<file path="config.mk">
export PLATFORM = sky130hd
export DESIGN_NAME = alu_cmd_ctrl_flat
export DESIGN_NICKNAME = d
export VERILOG_FILES = /design/src/rtl/alu_sys_pkg.sv /design/src/rtl/alu_cmd_ctrl_if.sv /design/src/rtl/alu_tx_serializer.sv /design/src/rtl/alu_cmd_ctrl.sv /design/src/flat_wrapper.sv
export SDC_FILE = /design/constraint.sdc
export NUM_CORES = 1
export LEC_CHECK = 0
export ABC_AREA = 1
export CORE_MARGIN = 8
export CORE_UTILIZATION = 49
export DETAILED_ROUTE_END_ITERATION = 10
export PLACE_DENSITY = 0.8
export SYNTH_ARGS = -nofsm -noshare
export SYNTH_HDL_FRONTEND = slang
export SYNTH_HIERARCHICAL = 1
export SYNTH_SLANG_ARGS = --single-unit
</file>
<file path="constraint.sdc">
create_clock -name CLK -period 2.5 [get_ports CLK]
set_clock_uncertainty 0.1 [all_clocks]
set_input_delay 0.25 -clock CLK [delete_from_list [all_inputs] [get_ports CLK]]
set_output_delay 0.25 -clock CLK [all_outputs]
set_load 0.03 [all_outputs]
</file>
<file path="src/rtl/alu_sys_pkg.sv">
// Shared constants for the ALU command path: opcodes, error byte, widths,
// controller state encoding and ALU function codes.
// Pure declarations; no logic, no latency, no flow control.
package alu_sys_pkg;

    localparam int OPER_WIDTH = 8;
    localparam int OUT_WIDTH  = 2 * OPER_WIDTH;

    localparam logic [7:0] CMD_ALU_OP  = 8'hCC;
    localparam logic [7:0] CMD_ALU_NOP = 8'hDD;
    localparam logic [7:0] ERR_CODE    = 8'hEE;
    localparam logic [7:0] FUN_MAX     = 8'h0E;

    typedef enum logic [3:0] {
        ST_IDLE     = 4'd0,
        ST_GET_A    = 4'd1,
        ST_GET_B    = 4'd2,
        ST_GET_FUN  = 4'd3,
        ST_ALU_RUN  = 4'd4,
        ST_ALU_WAIT = 4'd5,
        ST_SEND_LO  = 4'd6,
        ST_SEND_HI  = 4'd7,
        ST_SEND_ERR = 4'd8
    } ctrl_state_e;

    typedef enum logic [3:0] {
        FUN_ADD   = 4'h0,
        FUN_SUB   = 4'h1,
        FUN_MUL   = 4'h2,
        FUN_DIV   = 4'h3,
        FUN_AND   = 4'h4,
        FUN_OR    = 4'h5,
        FUN_NAND  = 4'h6,
        FUN_NOR   = 4'h7,
        FUN_XOR   = 4'h8,
        FUN_XNOR  = 4'h9,
        FUN_CMPEQ = 4'hA,
        FUN_CMPGT = 4'hB,
        FUN_CMPLT = 4'hC,
        FUN_SHR   = 4'hD,
        FUN_SHL   = 4'hE
    } alu_fun_e;

    // A function byte is usable only if it maps onto one of the codes above.
    function automatic logic fun_is_legal(input logic [7:0] b);
        return (b <= FUN_MAX);
    endfunction

endpackage

</file>
<file path="src/rtl/alu_cmd_ctrl_if.sv">
// Bundles the RX, ALU and TX side signals of the command controller.
// No logic, no latency.
// master = controller view; slave = the surrounding RX/ALU/TX blocks.
interface alu_cmd_ctrl_if;
    import alu_sys_pkg::*;

    logic [OPER_WIDTH-1:0] RX_P_DATA;
    logic                  RX_D_VLD;
    logic [OUT_WIDTH-1:0]  ALU_OUT;
    logic                  ALU_OUT_VLD;
    logic                  TX_BUSY;
    logic [OPER_WIDTH-1:0] ALU_A;
    logic [OPER_WIDTH-1:0] ALU_B;
    logic [3:0]            ALU_FUN;
    logic                  ALU_EN;
    logic [7:0]            TX_P_DATA;
    logic                  TX_D_VLD;
    logic                  CTRL_BUSY;
    logic                  TIMEOUT_ERR;

    modport master (
        input  RX_P_DATA, RX_D_VLD, ALU_OUT, ALU_OUT_VLD, TX_BUSY,
        output ALU_A, ALU_B, ALU_FUN, ALU_EN, TX_P_DATA, TX_D_VLD,
               CTRL_BUSY, TIMEOUT_ERR
    );

    modport slave (
        output RX_P_DATA, RX_D_VLD, ALU_OUT, ALU_OUT_VLD, TX_BUSY,
        input  ALU_A, ALU_B, ALU_FUN, ALU_EN, TX_P_DATA, TX_D_VLD,
               CTRL_BUSY, TIMEOUT_ERR
    );

endinterface

</file>
<file path="src/rtl/alu_tx_serializer.sv">
// Turns a captured 16-bit result into low-then-high TX bytes, or sends the error byte.
// Latency: byte valid the cycle after a load; next byte the cycle after each transfer.
// Backpressure: o_tx_vld/o_tx_data held while i_tx_busy is high; transfer = vld & !busy.
module alu_tx_serializer
    import alu_sys_pkg::*;
(
    input  logic                 CLK,
    input  logic                 RST,
    input  logic                 i_load_res,
    input  logic [OUT_WIDTH-1:0] i_res,
    input  logic                 i_load_err,
    input  logic                 i_tx_busy,
    output logic [7:0]           o_tx_data,
    output logic                 o_tx_vld,
    output logic                 o_xfer
);

    logic [OUT_WIDTH-1:0] r_result;
    logic                 r_hi_pend;
    logic [7:0]           r_tx_data;
    logic                 r_tx_vld;
    logic                 w_xfer;

    assign w_xfer    = r_tx_vld & ~i_tx_busy;
    assign o_xfer    = w_xfer;
    assign o_tx_data = r_tx_data;
    assign o_tx_vld  = r_tx_vld;

    // Loads only arrive while idle, so they never collide with a pending byte.
    always_ff @(posedge CLK or posedge RST) begin
        if (RST) begin
            r_result  <= '0;
            r_hi_pend <= 1'b0;
            r_tx_data <= '0;
            r_tx_vld  <= 1'b0;
        end else if (i_load_res) begin
            r_result  <= i_res;
            r_tx_data <= i_res[7:0];
            r_tx_vld  <= 1'b1;
            r_hi_pend <= 1'b1;
        end else if (i_load_err) begin
            r_tx_data <= ERR_CODE;
            r_tx_vld  <= 1'b1;
            r_hi_pend <= 1'b0;
        end else if (w_xfer) begin
            if (r_hi_pend) begin
                r_tx_data <= r_result[15:8];
                r_hi_pend <= 1'b0;
            end else begin
                r_tx_vld  <= 1'b0;
            end
        end
    end

endmodule

</file>
<file path="src/rtl/alu_cmd_ctrl.sv">
// Parses CC/DD command bytes, drives ALU operands/enable, returns the result as two TX bytes.
// Latency: ALU_EN one cycle after the function byte; first TX byte two cycles after ALU_EN.
// Backpressure: TX held under TX_BUSY; RX bytes outside the parse states are dropped.
module alu_cmd_ctrl
    import alu_sys_pkg::*;
#(
    parameter int ALU_TIMEOUT = 15
)
(
    input  logic           CLK,
    input  logic           RST,
    alu_cmd_ctrl_if.master bus
);

    localparam int                CNT_W    = $clog2(ALU_TIMEOUT + 1);
    // ALU_RUN clears the counter and the error flop adds a cycle, so stopping
    // two short of ALU_TIMEOUT lands the TIMEOUT_ERR pulse ALU_TIMEOUT cycles after ALU_EN.
    localparam logic [CNT_W-1:0]  CNT_LAST = CNT_W'(ALU_TIMEOUT - 2);

    ctrl_state_e          r_state;
    logic [7:0]           r_alu_a;
    logic [7:0]           r_alu_b;
    logic [3:0]           r_alu_fun;
    logic                 r_alu_en;
    logic                 r_busy;
    logic                 r_tmo_err;
    logic [CNT_W-1:0]     r_cnt;

    logic                 w_load_res;
    logic                 w_load_err;
    logic                 w_xfer;
    logic [7:0]           w_tx_data;
    logic                 w_tx_vld;

    assign w_load_res = (r_state == ST_ALU_WAIT) && bus.ALU_OUT_VLD;
    assign w_load_err = (r_state == ST_GET_FUN) && bus.RX_D_VLD && !fun_is_legal(bus.RX_P_DATA);

    // Command sequencer and ALU watchdog; every output is a flop.
    always_ff @(posedge CLK or posedge RST) begin
        if (RST) begin
            r_state   <= ST_IDLE;
            r_alu_a   <= '0;
            r_alu_b   <= '0;
            r_alu_fun <= '0;
            r_alu_en  <= 1'b0;
            r_busy    <= 1'b0;
            r_tmo_err <= 1'b0;
            r_cnt     <= '0;
        end else begin
            r_alu_en  <= 1'b0;
            r_tmo_err <= 1'b0;
            case (r_state)
                ST_IDLE: begin
                    if (bus.RX_D_VLD && bus.RX_P_DATA == CMD_ALU_OP) begin
                        r_state <= ST_GET_A;
                        r_busy  <= 1'b1;
                    end else if (bus.RX_D_VLD && bus.RX_P_DATA == CMD_ALU_NOP) begin
                        r_state <= ST_GET_FUN;
                        r_busy  <= 1'b1;
                    end
                end
                ST_GET_A: begin
                    if (bus.RX_D_VLD) begin
                        r_alu_a <= bus.RX_P_DATA;
                        r_state <= ST_GET_B;
                    end
                end
                ST_GET_B: begin
                    if (bus.RX_D_VLD) begin
                        r_alu_b <= bus.RX_P_DATA;
                        r_state <= ST_GET_FUN;
                    end
                end
                ST_GET_FUN: begin
                    if (bus.RX_D_VLD) begin
                        if (fun_is_legal(bus.RX_P_DATA)) begin
                            r_alu_fun <= bus.RX_P_DATA[3:0];
                            r_alu_en  <= 1'b1;
                            r_state   <= ST_ALU_RUN;
                        end else begin
                            r_state   <= ST_SEND_ERR;
                        end
                    end
                end
                ST_ALU_RUN: begin
                    r_cnt   <= '0;
                    r_state <= ST_ALU_WAIT;
                end
                ST_ALU_WAIT: begin
                    if (bus.ALU_OUT_VLD) begin
                        r_state <= ST_SEND_LO;
                    end else if (r_cnt == CNT_LAST) begin
                        r_tmo_err <= 1'b1;
                        r_state   <= ST_IDLE;
                        r_busy    <= 1'b0;
                    end else begin
                        r_cnt <= r_cnt + 1'b1;
                    end
                end
                ST_SEND_LO: begin
                    if (w_xfer) r_state <= ST_SEND_HI;
                end
                ST_SEND_HI, ST_SEND_ERR: begin
                    if (w_xfer) begin
                        r_state <= ST_IDLE;
                        r_busy  <= 1'b0;
                    end
                end
                default: begin
                    r_state <= ST_IDLE;
                    r_busy  <= 1'b0;
                end
            endcase
        end
    end

    alu_tx_serializer u_tx (
        .CLK        (CLK),
        .RST        (RST),
        .i_load_res (w_load_res),
        .i_res      (bus.ALU_OUT),
        .i_load_err (w_load_err),
        .i_tx_busy  (bus.TX_BUSY),
        .o_tx_data  (w_tx_data),
        .o_tx_vld   (w_tx_vld),
        .o_xfer     (w_xfer)
    );

    assign bus.ALU_A       = r_alu_a;
    assign bus.ALU_B       = r_alu_b;
    assign bus.ALU_FUN     = r_alu_fun;
    assign bus.ALU_EN      = r_alu_en;
    assign bus.CTRL_BUSY   = r_busy;
    assign bus.TIMEOUT_ERR = r_tmo_err;
    assign bus.TX_P_DATA   = w_tx_data;
    assign bus.TX_D_VLD    = w_tx_vld;

endmodule

</file>
<file path="src/flat_wrapper.sv">
// flat-port wrapper written by rule: the top's interface ports become plain ports
module alu_cmd_ctrl_flat import alu_sys_pkg::*;
#(
    parameter int ALU_TIMEOUT = 15
)
  (CLK, RST, bus_RX_P_DATA, bus_RX_D_VLD, bus_ALU_OUT, bus_ALU_OUT_VLD, bus_TX_BUSY, bus_ALU_A, bus_ALU_B, bus_ALU_FUN, bus_ALU_EN, bus_TX_P_DATA, bus_TX_D_VLD, bus_CTRL_BUSY, bus_TIMEOUT_ERR);
  alu_cmd_ctrl_if bus_i ();
  input  logic CLK;
  input  logic RST;
  input wire logic [$bits(bus_i.RX_P_DATA)-1:0] bus_RX_P_DATA;
  input wire logic [$bits(bus_i.RX_D_VLD)-1:0] bus_RX_D_VLD;
  input wire logic [$bits(bus_i.ALU_OUT)-1:0] bus_ALU_OUT;
  input wire logic [$bits(bus_i.ALU_OUT_VLD)-1:0] bus_ALU_OUT_VLD;
  input wire logic [$bits(bus_i.TX_BUSY)-1:0] bus_TX_BUSY;
  output wire logic [$bits(bus_i.ALU_A)-1:0] bus_ALU_A;
  output wire logic [$bits(bus_i.ALU_B)-1:0] bus_ALU_B;
  output wire logic [$bits(bus_i.ALU_FUN)-1:0] bus_ALU_FUN;
  output wire logic [$bits(bus_i.ALU_EN)-1:0] bus_ALU_EN;
  output wire logic [$bits(bus_i.TX_P_DATA)-1:0] bus_TX_P_DATA;
  output wire logic [$bits(bus_i.TX_D_VLD)-1:0] bus_TX_D_VLD;
  output wire logic [$bits(bus_i.CTRL_BUSY)-1:0] bus_CTRL_BUSY;
  output wire logic [$bits(bus_i.TIMEOUT_ERR)-1:0] bus_TIMEOUT_ERR;
  assign bus_i.RX_P_DATA = bus_RX_P_DATA;
  assign bus_i.RX_D_VLD = bus_RX_D_VLD;
  assign bus_i.ALU_OUT = bus_ALU_OUT;
  assign bus_i.ALU_OUT_VLD = bus_ALU_OUT_VLD;
  assign bus_i.TX_BUSY = bus_TX_BUSY;
  assign bus_ALU_A = bus_i.ALU_A;
  assign bus_ALU_B = bus_i.ALU_B;
  assign bus_ALU_FUN = bus_i.ALU_FUN;
  assign bus_ALU_EN = bus_i.ALU_EN;
  assign bus_TX_P_DATA = bus_i.TX_P_DATA;
  assign bus_TX_D_VLD = bus_i.TX_D_VLD;
  assign bus_CTRL_BUSY = bus_i.CTRL_BUSY;
  assign bus_TIMEOUT_ERR = bus_i.TIMEOUT_ERR;
  alu_cmd_ctrl #(.ALU_TIMEOUT(ALU_TIMEOUT)) u_core (.CLK(CLK), .RST(RST), .bus(bus_i));
endmodule
</file>
==> key figures <==
Clock tree
  – Post_cts resized: 0
  – Clock buffer depth: 2
  – TritonCTS clock tree: yes
  – CTS Sinks: slightly below 50
  – Number of buffers created by CTS: 5
  – Post-CTS Setup Bufs: 0
  – Clk slew on worst S/H paths: ~0.09 ns
  – Htree depth: 2
  – Clk Latency, worst-skew pair: ~0.29 ns
  – Hold buffers post-CTS: 0
  – Clock root buffer: clkbuf_8

Run status
  – Outcome: completed

Cells and area
  – Multi-input gate area: 1020 um2
  – ANT cells: 0
  – FF/Latch Area: between 1000 and 1500 um2
  – Synth-to-layout area growth: 31.1%
  – Share of layout cells above drive strength 1: roughly 7.5%
  – Design area: roughly 3200 um2
  – Final std cells w/o fill: about 440
  – Filler Cells Inserted: approximately 430
  – Nets: between 400 and 500

Floorplanning
  – # rows: 25
  – Horiz. Die Dim: around 86 um
  – Num ports: 61
  – Die Span Y: 86.3 um
  – CORE AREA: 4750 um2
  – Initial core utilization: around 51%
  – Die area: 7450 um2

STA
  – Max-slew headroom: 54.5%
  – Max-slew violations: 0
  – Post-Route Setup TNS: 0 ns
  – Worst-Margin Slew: a little under 0.7 ns
  – Post-layout min period: about 1.9 ns
  – Final hold violations: 0
  – Period utilisation layout: between 70% and 80%
  – RSZ-0062 raised after global routing: false
  – Max Freq: 539 MHz
  – Worst hold slack: ~0.18 ns
  – Setup violations, final: 0

Synth
  – Yosys reg bits: between 40 and 50
  – Synthesized cell area: roughly 2400 um2
  – Avg Synthesized Cell Area: slightly below 8 um2
  – Biggest area consumer among synthesized cells: dfrtp_1
  – Synth cell types: 26
  – Synth area leaders: dfrtp_1, nand2_1, nand3_1, o21ai_0, inv_1
  – Ys Warns: 6
  – Synth Net Count: 340
  – Post-synth top area share: between 50% and 60%
  – Part of the Yosys area used for sequential elements: ~50%
  – Cells after synthesis: ~300

Drt
  – Antenna violation net count after detailed routing: 0
  – Vias: between 2k and 2.5k
  – First-pass iteration count of the detailed router: 4
  – WL final: between 5000 and 6000 um
  – DRT iter0 DRCs: ~130
  – Via density: 4.90
  – WL/cell: about 13 um
  – Drt drc: 0

Power
  – Net Sw Frac: 44.2%
  – Peak supply drop: between 0.6 and 0.7 mV
  – Leakage: ~1.6 nW
  – Internal Pwr Total: between 0.0015 and 0.002 W
  – Logic pwr share: 50.9%
  – Clock network power share: around an eighth
  – Power density cells: 1110 nW/um2
  – Seq pwr share: a little over a third
  – Psw: around 0.0016 W

Global routing
  – GRT Residual Overflow: 0
  – Pin count of the biggest net entering global routing: 22
  – Met3 Track Usage GR: under 10%
  – Vias in the first global route: 2,096
  – Antenna violations before repair: 0
  – Met2 Track Usage GR: a little over a quarter
  – First-pass GRT wire length: a little under 10,000 um
  – Busiest metal layer after global routing: met2
  – Met1 usage: between 20% and 30%
  – GRT Total Usage: 16.1%

Placed design
  – Port Buffer Count: 60
  – Placed Area: 3090 um2
  – GP Congestion: around 0.9
  – DP Cell Count: roughly 430
  – HPWL after DPL: 4510 um

Critical path
  – Worst setup path category: reg2reg
  – Worst-path fanout max: 16
  – Crit path launch type: register
  – Setup crit end kind: register
  – CP arrival: 2.00 ns
  – Worst path required time: about 2.7 ns

Run
  – Max_cap viols: 0

Hold path
  – Hold crit path type: in2async
metrics by stage:
step	power, W	worst slack (ns)	utilization (%)
finish	0.00353	0.645	66.8
global route	0.00378	0.452	66.8
CTS	0.00356	0.662	66.8
detailed placement	0.00310	0.439	64.9
global placement	0.00306	0.489	64.9
floorplan	0.00241	0.437	-
synth_stat cells:
master / number
nand2_1: 118
dfrtp_1: 49
nand3_1: 31
inv_1: 29
o21ai_0: 23
nor2_1: 17
o21ai_1: 6
inv_2: 4
nor3_1: 4
a21oi_1: 3
nand2_2: 3
buf_2: 2
buf_6: 2
ha_1: 2
nand3_2: 2
nor2_2: 2
nor2_4: 2
xor2_1: 2
a21oi_4: 1
and2_1: 1
buf_4: 1
inv_4: 1
nand2_4: 1
nand4_1: 1
nor2_8: 1
o22ai_1: 1
worst paths after layout:
kind,startpoint,to,slack (ns),depth (start not counted)
min in group CLK,u_core/bus.CTRL_BUSY,u_core/bus.CTRL_BUSY,0.37,2
hold reg to reg,u_core/bus.CTRL_BUSY,u_core/bus.CTRL_BUSY,0.37,2
max in group asynchronous,RST,u_core/bus.ALU_FUN[2],1.51,3
setup reg to reg,u_core/r_state[0],u_core/u_tx/o_tx_data[7],0.65,9
setup / recovery,u_core/r_state[0],u_core/u_tx/o_tx_data[7],0.65,9
hold / removal,RST,u_core/bus.ALU_EN,0.18,2
layout by cell type (no fill, tap or decap), types with 2 or more instances in the layout:
cell and n:
a21oi_1 3, buf_4 3, clkbuf_8 5, clkdlybuf4s50_1 60
clkinv_2 2, dfrtp_1 49, ha_1 2, inv_1 29
inv_2 4, nand2_1 118, nand2_2 3, nand3_1 31
nand3_2 2, nor2_1 17, nor2_2 2, nor2_4 2
nor3_1 4, o21ai_0 23, o21ai_1 6, xor2_1 2
per-layer routing:
metal	vias to the layer above	part of all wire, %
met5	-	0
met4	0	0.47
met3	2	7.4
met2	70	48
met1	988	44
li1	1105	-
area by class of cell:
cell class	count	area share (%)
Tap cell	67	2.64
Sequential cell	49	38.6
Multi-Input combinational cell	221	32.3
Timing Repair Buffer	63	19.6
Inverter	34	4.10
Clock buffer	5	2.17
Clock inverter	3	0.552
power groups by stage:
stage	clock network (W)	logic, W	registers [W]
floorplan	0	0.000733	0.00168
global placement	0	0.00177	0.00129
detailed placement	0	0.00180	0.00129
CTS	0.000474	0.00181	0.00128
global route	0.000501	0.00197	0.00132
finish	0.000452	0.00180	0.00128
sequential cells by signal (all words and copies together) (netlist names), 4 cells and up:
signal / flops
u_core/bus.ALU_A: 8
u_core/bus.ALU_B: 8
u_core/bus.ALU_FUN: 4
u_core/r_cnt: 4
u_core/r_state: 4
u_core/u_tx/o_tx_data: 8
u_core/u_tx/r_result: 8
cell families after synthesis:
logic type,count (synthesis),share of synthesized area (%)
buf+inv,39,7.03
simple gates,183,33.0
xor+xnor,2,0.724
compound gates,34,7.55
fa+ha+maj,2,1.03
flops,49,50.6
worst max-delay path, cell delays in order (launching register included):
cell and delay [ns]:
dfrtp_1 0.44, inv_1 0.11, nor2_1 0.17, nand3_1 0.23, inv_2 0.25, buf_4 0.24, nand2_1 0.09, nand2_1 0.08
nand2_1 0.05, nand2_1 0.05
Note: power is estimated with default switching activity, not from simulation.
